File: src/rtl/ila_trigger_unit_pkg.sv
// ila_trigger_unit_pkg
// Shared encodings for the ILA trigger path: reduction type, per-channel
// trigger mode and trigger state machine encodings, plus a small helper
// returning the neutral element of the selected reduction.
// No ports (package).
package ila_trigger_unit_pkg;

   // reduce_type encodings
   localparam logic IOB_ILA_REDUCE_OR  = 1'b0;
   localparam logic IOB_ILA_REDUCE_AND = 1'b1;

   // trigger_type encodings (per channel)
   localparam logic IOB_ILA_SINGLE_TYPE     = 1'b0;
   localparam logic IOB_ILA_CONTINUOUS_TYPE = 1'b1;

   // Trigger state machine encodings
   localparam logic [1:0] IOB_ILA_TRIG_IDLE  = 2'b00;
   localparam logic [1:0] IOB_ILA_TRIG_ARMED = 2'b01;
   localparam logic [1:0] IOB_ILA_TRIG_FIRED = 2'b10;

   // A masked-off channel must not influence the reduction, so it presents
   // the identity element: 0 for OR, 1 for AND.
   function automatic logic reduce_identity(input logic reduce_type);
      return (reduce_type == IOB_ILA_REDUCE_AND);
   endfunction

endpackage

File: src/rtl/ila_trigger_channel.sv
// ila_trigger_channel
// One trigger channel: polarity invert, optional rising-edge detect,
// continuous-mode sticky latch and mask-to-identity for the reduction.
// Optional feature macro: IOB_ILA_EDGE_EN (adds edge_mode input and the
// per-channel previous-value register).
// Ports:
//   clk, rst       clock / asynchronous active-high reset
//   trigger_in     raw trigger bit
//   mask           1 = channel participates in the reduction
//   negate         1 = invert trigger polarity
//   trigger_type   SINGLE / CONTINUOUS mode
//   edge_mode      (IOB_ILA_EDGE_EN only) 1 = rising-edge sensitive
//   reduce_type    OR / AND, selects identity value for a masked channel
//   lat_clr        clears the continuous latch (arm or clear pulse)
//   lat_en         latch may accumulate (trigger unit is ARMED)
//   v_masked       channel value presented to the reduction
module ila_trigger_channel
   import ila_trigger_unit_pkg::*;
(
   input  logic clk,
   input  logic rst,
   input  logic trigger_in,
   input  logic mask,
   input  logic negate,
   input  logic trigger_type,
`ifdef IOB_ILA_EDGE_EN
   input  logic edge_mode,
`endif
   input  logic reduce_type,
   input  logic lat_clr,
   input  logic lat_en,
   output logic v_masked
);

   logic c;
   logic e;
   logic v;
   logic lat_q, lat_d;

   assign c = trigger_in ^ negate;

`ifdef IOB_ILA_EDGE_EN
   logic c_prev_q, c_prev_d;

   // Tracks c every cycle, including the arm cycle, so a level already
   // present when arming is not seen as an edge.
   assign c_prev_d = c;

   always_ff @(posedge clk or posedge rst) begin
      if (rst) c_prev_q <= 1'b0;
      else     c_prev_q <= c_prev_d;
   end

   assign e = edge_mode ? (c & ~c_prev_q) : c;
`else
   assign e = c;
`endif

   always_comb begin
      lat_d = lat_q;
      if (lat_clr)     lat_d = 1'b0;
      else if (lat_en) lat_d = lat_q | e;
   end

   always_ff @(posedge clk or posedge rst) begin
      if (rst) lat_q <= 1'b0;
      else     lat_q <= lat_d;
   end

   always_comb begin
      v = e;
      unique case (trigger_type)
         IOB_ILA_SINGLE_TYPE:     v = e;
         IOB_ILA_CONTINUOUS_TYPE: v = lat_q | e;
      endcase
   end

   assign v_masked = mask ? v : reduce_identity(reduce_type);

endmodule

File: src/rtl/ila_trigger_unit.sv
// ila_trigger_unit
// Multi-channel ILA trigger: N_TRIG channels reduced by OR/AND, an
// IDLE/ARMED/FIRED state machine and a saturating hit counter that fires
// on the count_target-th qualifying cycle. fired gates post-trigger capture.
// Optional feature macro: IOB_ILA_EDGE_EN (per-channel rising-edge mode).
// Ports:
//   clk, rst       clock / asynchronous active-high reset
//   trigger_in     raw trigger signals [N_TRIG]
//   mask           per-channel enable [N_TRIG]
//   negate         per-channel polarity invert [N_TRIG]
//   trigger_type   per-channel SINGLE / CONTINUOUS [N_TRIG]
//   edge_mode      (IOB_ILA_EDGE_EN only) per-channel edge mode [N_TRIG]
//   reduce_type    OR / AND reduction
//   count_target   occurrence to fire on, 0 behaves as 1 [CNT_W]
//   arm            arm / restart pulse
//   clear          disarm pulse, wins over arm
//   hit            reduced condition while ARMED (combinational)
//   hit_count      qualifying cycles since arm, saturating [CNT_W]
//   armed          state is ARMED
//   fired          state is FIRED
module ila_trigger_unit
   import ila_trigger_unit_pkg::*;
#(
   parameter int N_TRIG = 4,
   parameter int CNT_W  = 16
) (
   input  logic              clk,
   input  logic              rst,
   input  logic [N_TRIG-1:0] trigger_in,
   input  logic [N_TRIG-1:0] mask,
   input  logic [N_TRIG-1:0] negate,
   input  logic [N_TRIG-1:0] trigger_type,
`ifdef IOB_ILA_EDGE_EN
   input  logic [N_TRIG-1:0] edge_mode,
`endif
   input  logic              reduce_type,
   input  logic [CNT_W-1:0]  count_target,
   input  logic              arm,
   input  logic              clear,
   output logic              hit,
   output logic [CNT_W-1:0]  hit_count,
   output logic              armed,
   output logic              fired
);

   logic [N_TRIG-1:0] v_masked;
   logic              cond;
   logic              is_armed;
   logic              lat_clr;
   logic [1:0]        state_q, state_d;
   logic [CNT_W-1:0]  cnt_q, cnt_d;
   logic [CNT_W:0]    cnt_inc;
   logic [CNT_W-1:0]  target_eff;

   function automatic logic [CNT_W-1:0] sat_inc(input logic [CNT_W-1:0] x);
      return (&x) ? x : x + CNT_W'(1);
   endfunction

   assign is_armed = (state_q == IOB_ILA_TRIG_ARMED);
   // Entry to IDLE only happens through clear, so arm|clear covers every
   // latch-clearing event besides reset.
   assign lat_clr  = arm | clear;

   for (genvar i = 0; i < N_TRIG; i++) begin : g_ch
      ila_trigger_channel u_ch (
         .clk          (clk),
         .rst          (rst),
         .trigger_in   (trigger_in[i]),
         .mask         (mask[i]),
         .negate       (negate[i]),
         .trigger_type (trigger_type[i]),
`ifdef IOB_ILA_EDGE_EN
         .edge_mode    (edge_mode[i]),
`endif
         .reduce_type  (reduce_type),
         .lat_clr      (lat_clr),
         .lat_en       (is_armed),
         .v_masked     (v_masked[i])
      );
   end

   // Masked channels already carry the identity, so a plain reduction
   // yields 0 (OR) / 1 (AND) when every channel is masked.
   always_comb begin
      cond = |v_masked;
      unique case (reduce_type)
         IOB_ILA_REDUCE_OR:  cond = |v_masked;
         IOB_ILA_REDUCE_AND: cond = &v_masked;
      endcase
   end

   assign hit = cond & is_armed;

   // Unsaturated compare so a counter sitting at its maximum still fires.
   assign cnt_inc    = {1'b0, cnt_q} + (CNT_W+1)'(1);
   assign target_eff = (count_target == '0) ? CNT_W'(1) : count_target;

   always_comb begin
      state_d = state_q;
      cnt_d   = cnt_q;
      if (clear) begin
         state_d = IOB_ILA_TRIG_IDLE;
      end else if (arm) begin
         state_d = IOB_ILA_TRIG_ARMED;
         cnt_d   = '0;
      end else begin
         case (state_q)
            IOB_ILA_TRIG_IDLE: begin
            end
            IOB_ILA_TRIG_ARMED: begin
               if (cond) begin
                  cnt_d = sat_inc(cnt_q);
                  if (cnt_inc >= {1'b0, target_eff}) state_d = IOB_ILA_TRIG_FIRED;
               end
            end
            IOB_ILA_TRIG_FIRED: begin
            end
            default: state_d = IOB_ILA_TRIG_IDLE;
         endcase
      end
   end

   always_ff @(posedge clk or posedge rst) begin
      if (rst) begin
         state_q <= IOB_ILA_TRIG_IDLE;
         cnt_q   <= '0;
      end else begin
         state_q <= state_d;
         cnt_q   <= cnt_d;
      end
   end

   assign hit_count = cnt_q;
   assign armed     = is_armed;
   assign fired     = (state_q == IOB_ILA_TRIG_FIRED);

endmodule

File: config.mk
export PLATFORM = sky130hd
export DESIGN_NAME = ila_trigger_unit
export DESIGN_NICKNAME = d
export VERILOG_FILES = /design/src/rtl/ila_trigger_unit_pkg.sv /design/src/rtl/ila_trigger_channel.sv /design/src/rtl/ila_trigger_unit.sv
export SDC_FILE = /design/constraint.sdc
export NUM_CORES = 1
export LEC_CHECK = 0
export CELL_PAD_IN_SITES_DETAIL_PLACEMENT = 1
export CELL_PAD_IN_SITES_GLOBAL_PLACEMENT = 1
export CORE_AREA = 10 10 90 92
export DETAILED_ROUTE_END_ITERATION = 12
export DIE_AREA = 0 0 100 102
export PLACE_DENSITY = 0.7
export SETUP_SLACK_MARGIN = 0.15
export SLEW_MARGIN = 20
export SYNTH_ARGS = -nofsm -noshare
export SYNTH_HDL_FRONTEND = slang
export SYNTH_SLANG_ARGS = --single-unit
File: constraint.sdc
create_clock -name clk -period 4.3 [get_ports clk]
set_input_delay 1.075 -clock clk [delete_from_list [all_inputs] [get_ports clk]]
set_output_delay 1.075 -clock clk [all_outputs]
set_load 0.02 [all_outputs]
* Word level (Yosys, flattened, before mapping) *
Index checks and enable logic that the tools add are counted.
W data, S select, Z words.

word-level totals
  register bits after elaboration = 22
  input bits = 37
  word-level logic and storage cells = 69

cells by class
  $add $sub $neg = 2
  magnitude comparators = 1
  eq/ne operators = 6
  muxes and demuxes = 27
  bitwise gates (word level) = 16
  reductions and logical operators = 11

operators with widths
  kind                     number
  $mux W16                 5
  $add A16 B1 Y17 const B  1
  $ge A17 B16 Y1           1
  $add A16 B1 Y16 const B  1
  $logic_not A16 Y1        1
  $reduce_and A16 Y1       1
  $mux W1                  12
  $pmux W1 S2              5
  $mux W2                  4
  $reduce_and A4 Y1        2
  $not A1 Y1               6
  $reduce_bool A2 Y1       3
  $or A1 B1 Y1             5
  $ne A4 B3 Y1 const B     1
  $ne A4 B4 Y1 const B     1
  $pmux W2 S2              1
  $reduce_or A4 Y1         1
  $xor A1 B1 Y1            4
  $ne A3 B1 Y1 const B     1
  $reduce_and A3 Y1        1
  $eq A2 B1 Y1 const B     1
  $eq A2 B2 Y1 const B     1
  $logic_not A2 Y1         1
  $ne A2 B2 Y1 const B     1
  2 further kinds          2

* Depth between registers and ports, before layout *
  depth after elaboration = 10
  mapped depth = 13
  gate-level depth less buffers = 13

* Cells and area by module *
From an unflattened synthesis, not the netlist that was laid out.

second synthesis, totals
  cells, all modules = 246
  area total of the unflattened synthesis = 2067.0 µm²

by module, submodules not included
  module               instances  cells each  area each (µm²)  seq. area each (µm²)
  ila_trigger_unit     1          210         1796.7           450.4
  ila_trigger_channel  4          9           67.6             25.0

* Worst setup path after synthesis *
No wires, ideal clock.

  path kind = in2out
  from = input negate[2]
  to = output hit
  arrival time = 1994 ps
  data required time = 3225 ps
  setup slack = 1231 ps
  stages on the path = 5
  buffers on the path = 0
  path through = xor2_1 > o32ai_1 > o21ai_0 > o21ai_0 > nor2_1

between the ends
  cells in the longest elaborated chain, start to end = 7
  elaborated cells on any way between the ends = 8

RTL lines
  what                                                          RTL line                                        text
  start, declared                                               ila_trigger_unit.sv:31                          input logic [N_TRIG-1:0] negate,
  $xor A1 B1 Y1 *                                               ila_trigger_channel.sv:40                       assign c = trigger_in ^ negate;
  $or A1 B1 Y1                                                  ila_trigger_channel.sv:74                       IOB_ILA_CONTINUOUS_TYPE: v = lat_q | e;
  $pmux W1 S2 *                                                 ila_trigger_channel.sv:72                       unique case (trigger_type)
  $mux W1 *                                                     ila_trigger_channel.sv:78                       assign v_masked = mask ? v : reduce_identity(reduce_type);
  $reduce_and A4 Y1 / $reduce_or A4 Y1 (equally long branches)  ila_trigger_unit.sv:88, ila_trigger_unit.sv:87
  $pmux W1 S2 *                                                 ila_trigger_unit.sv:86                          unique case (reduce_type)
  $and A1 B1 Y1 *                                               ila_trigger_unit.sv:92                          assign hit = cond & is_armed;
  end, declared                                                 ila_trigger_unit.sv:40                          output logic hit,

Mark *: on every way between the ends. The rest lies on a longest branch, timed or not.

* Worst setup path after layout *
  from = input negate[3]
  to = output hit

The elaborated chain is that of the path after synthesis.

==> implementation parameters <==
Parameter                              Value

Final layout
  Final net count    around 330
  Final Non-Filler Cells    roughly 360
  # diodes    0
  Area added between synthesis and finish    37.8%
  Final cell area excluding filler cells    roughly 2600 sq um
  Fraction of layout instances using a drive strength above 1    ~5.4%

Clocking
  Clock-pin slew reported for the worst setup and hold paths after clock tree synthesis    ~0.090 ns
  Largest buffer count on any clock path    2
  CTS root buffer    clkbuf_8
  Clock H-tree levels    1
  Hold buffer count at cts    0
  Clk sinks    22
  Clock tree from TritonCTS    built
  CTS buffer count    3
  Post_cts resized    1
  Source-to-sink clock delay at the later pin of the worst-skew pair    around 0.27 ns
  Setup fix buffers added after clock tree synthesis    0

Run
  Max-capacitance violation count    0

Yosys
  Count of different cell masters after synthesis    39
  Share of async-settable or async-resettable flops after synthesis    100%
  Avg Cell Area, Syn    between 8 and 9 sq um
  Commonest register cell after synthesis    dfrtp_1
  Syn nets    around 280
  Area of the mapped netlist    ~1900 sq um
  Yosys warning count    0
  Post-synth EDFFs    0
  Count of mapped cells out of synthesis    221
  Count of state elements after synthesis    22
  Sequential cell area fraction in the yosys report    about 30%

Critical path
  Worst Reg-to-Reg Cells    10
  Bufs and invs on worst path    2
  Terminus of the critical flop-to-flop path    state_q[0]
  Largest delay share family, worst path    compound AO/OA/AOI/OAI gates
  Stages on the worst setup path    7
  CP Data Required Time    around 3.2 ns
  Kind of start point of the critical path    input port
  WP data arrival    2.75 ns
  Register-to-Register Setup Slack    around 1.1 ns
  Crit path max fanout    3
  Reg-to-reg startpoint    hit_count[0]
  Cells traversed along the worst timing path    clkdlybuf4s50_1 -> xor2_2 -> o32ai_1 -> o21ai_0 -> o21ai_1 -> nor2_1 -> dlymetal6s2s_1
  Critical path class    in2out
  Worst stage delay on the critical path    ~0.45 ns
  Critical Path Sink Type    output port
  Worst-path cell with the longest stage delay    clkdlybuf4s50_1

Timing
  Worst Skew    between 0.009 and 0.01 ns
  Achievable clock frequency    between 200 and 300 MHz
  Final setup TNS    0 ns
  Shortest period the worst path allows    about 3.8 ns
  Final setup violation count    0
  Max-slew violation count    0
  Setup repair after global routing missed its margin    no
  Count of endpoints failing hold in the final timing report    0
  Post-layout worst setup margin    between 0.4 and 0.5 ns
  Slew at the pin closest to its max-slew limit    slightly below 0.9 ns
  Worst max-slew margin expressed relative to the limit    40.4%
  Part of the cycle the worst path needs    roughly nine tenths

Place
  Post-DP Area    between 2000 and 2500 sq um
  Number of cells in the design after placement    between 300 and 400
  Estimated wirelength of the detail-placed design    between 4000 and 5000 microns
  IO Port Bufs    55
  Worst setup slack after placement    about 0.16 ns
  Gpl congestion    between 0.7 and 0.8

Global routing
  Total congestion overflow    0
  GR Util All Layers    11.3%
  Vias in the first global route    about 2000
  Wire length of the first global-routing pass    9630 microns
  Number of antenna violations at the first check in global routing    0
  Largest net degree at the start of global routing    23

Floorplanning
  Die Width    ~100 microns
  I/O pin total    56
  Floorplan Core Area    between 6000 and 7000 sq um
  Area enclosed by the die boundary    ~10000 sq um
  Initial core utilization    29.7%
  Number of cell rows    29
  Y dimension of the die    slightly above 100 microns

Detailed routing
  Routed WL    5800 microns
  Detailed-route vias per instance    ~5
  Number of remaining DRC errors    0
  Vias    ~1800
  Number of detailed-routing iterations run before antenna repair    4
  Initial drt markers    48
  Routed length per placed instance    about 16 microns
  Count of antenna-violating nets left after detailed routing    0

Worst hold path
  HP Class    reg2reg
  End point of the most critical hold path    g_ch[0].u_ch.lat_q
  Hold wc startpoint    g_ch[0].u_ch.lat_q
  Worst hold path stage count    2

Power
  Sw Ratio    about 25%
  Sequential Power Share    about 41%
  Fraction of power consumed by combinational cells    between 20% and 30%
  Peak VDD IR    between 0.09 and 0.1 mV
  Switch Pwr    around 130 uW
  Clock share of power    between 30% and 40%
  Internal power component    between 300 and 400 uW
  Overall power    520 uW
  Reported leakage power    0.00129 uW
  Ratio of total power to cell area    202 nW/um^2

Outcome
  Status    completed
[flip-flops by register name, summed over array words and instances (netlist names)]
signal,cells
g_ch.u_ch.lat_q,4
hit_count,16
state_q,2
[power by group through the flow]
stage | registers (uW) | clock network, uW | logic [uW]
final | 214 | 199 | 107
after global routing | 215 | 209 | 120
after CTS | 214 | 206 | 109
after detailed placement | 218 | 0 | 108
after global placement | 218 | 0 | 106
after floorplan | 219 | 0 | 50.4
[layer usage]
layer	up-vias	global-route usage, %	routed length (microns)
met5	-	0	0
met4	0	2.50	45
met3	4	3.98	427
met2	42	20.2	2860
met1	853	12.8	2470
li1	894	-	-
[worst max path at each step]
stage | start | end | slack [ns]
final | negate[3] | hit | 0.48
after global routing | negate[3] | hit | 0.30
after CTS | negate[3] | hit | 0.20
after detailed placement | negate[0] | hit | 0.16
after global placement | trigger_in[2] | hit | 0.22
after floorplan | negate[2] | hit | 1.23
[kinds of logic after synthesis]
kind of cell             count (synthesis)  synth area share (%)
AO/OA/AOI/OAI                           58                  23.1
XOR/XNOR                                11                  5.16
adder cells (fa/ha/maj)                 17                  11.4
buffers and inverters                   26                  6.03
flip-flops                              22                  29.5
AND/OR/NAND/NOR                         87                  24.8
[Yosys cell counts (all sizes together) (7+ instances only)]
library cell | number | area share (%)
ha | 17 | 11
nand2 | 23 | 4.6
a21bo | 9 | 4.8
a21o | 11 | 4.4
nor2 | 13 | 2.6
nand2b | 14 | 4.7
nor4 | 7 | 3.0
inv | 24 | 4.8
nand3 | 10 | 2.7
dfrtp | 22 | 29
a21oi | 16 | 4.5
o21ai | 9 | 2.4
[area by class of cell]
class	instances	area, sq um
clock buffers	3	41.3
clock inverters	1	30.0
fillers	757	3700
inverters	24	90.1
multi-input cells	173	1210
flip-flops and latches	22	551
well taps	77	96.3
repair buffers	55	553
[per-stage QoR]
| step | util, % | hold slack (ns) |
|---|---|---|
| final | 41.0 | 0.505 |
| after global routing | 41.0 | 0.543 |
| after CTS | 40.8 | 0.509 |
| after detailed placement | 39.7 | 0.486 |
| after global placement | 39.7 | 0.470 |
| after floorplan | - | 0.454 |
[placed cells by master (no fill, tap or decap), drive strengths merged, types with 7 or more instances in the layout]
master / instances
inv: 24
ha: 17
a21o: 11
nand2b: 14
nand2: 23
clkdlybuf4s50: 54
a21oi: 16
nor4: 7
nor2: 13
o21ai: 9
a21bo: 9
nand3: 10
dfrtp: 22
[tightest hold or removal path: stages, from the launching register on]
cell	delay (ns)
dfrtp_1	0.34
a21oi_1	0.05
nor2_1	0.08
(Power assumes the default switching activity.)
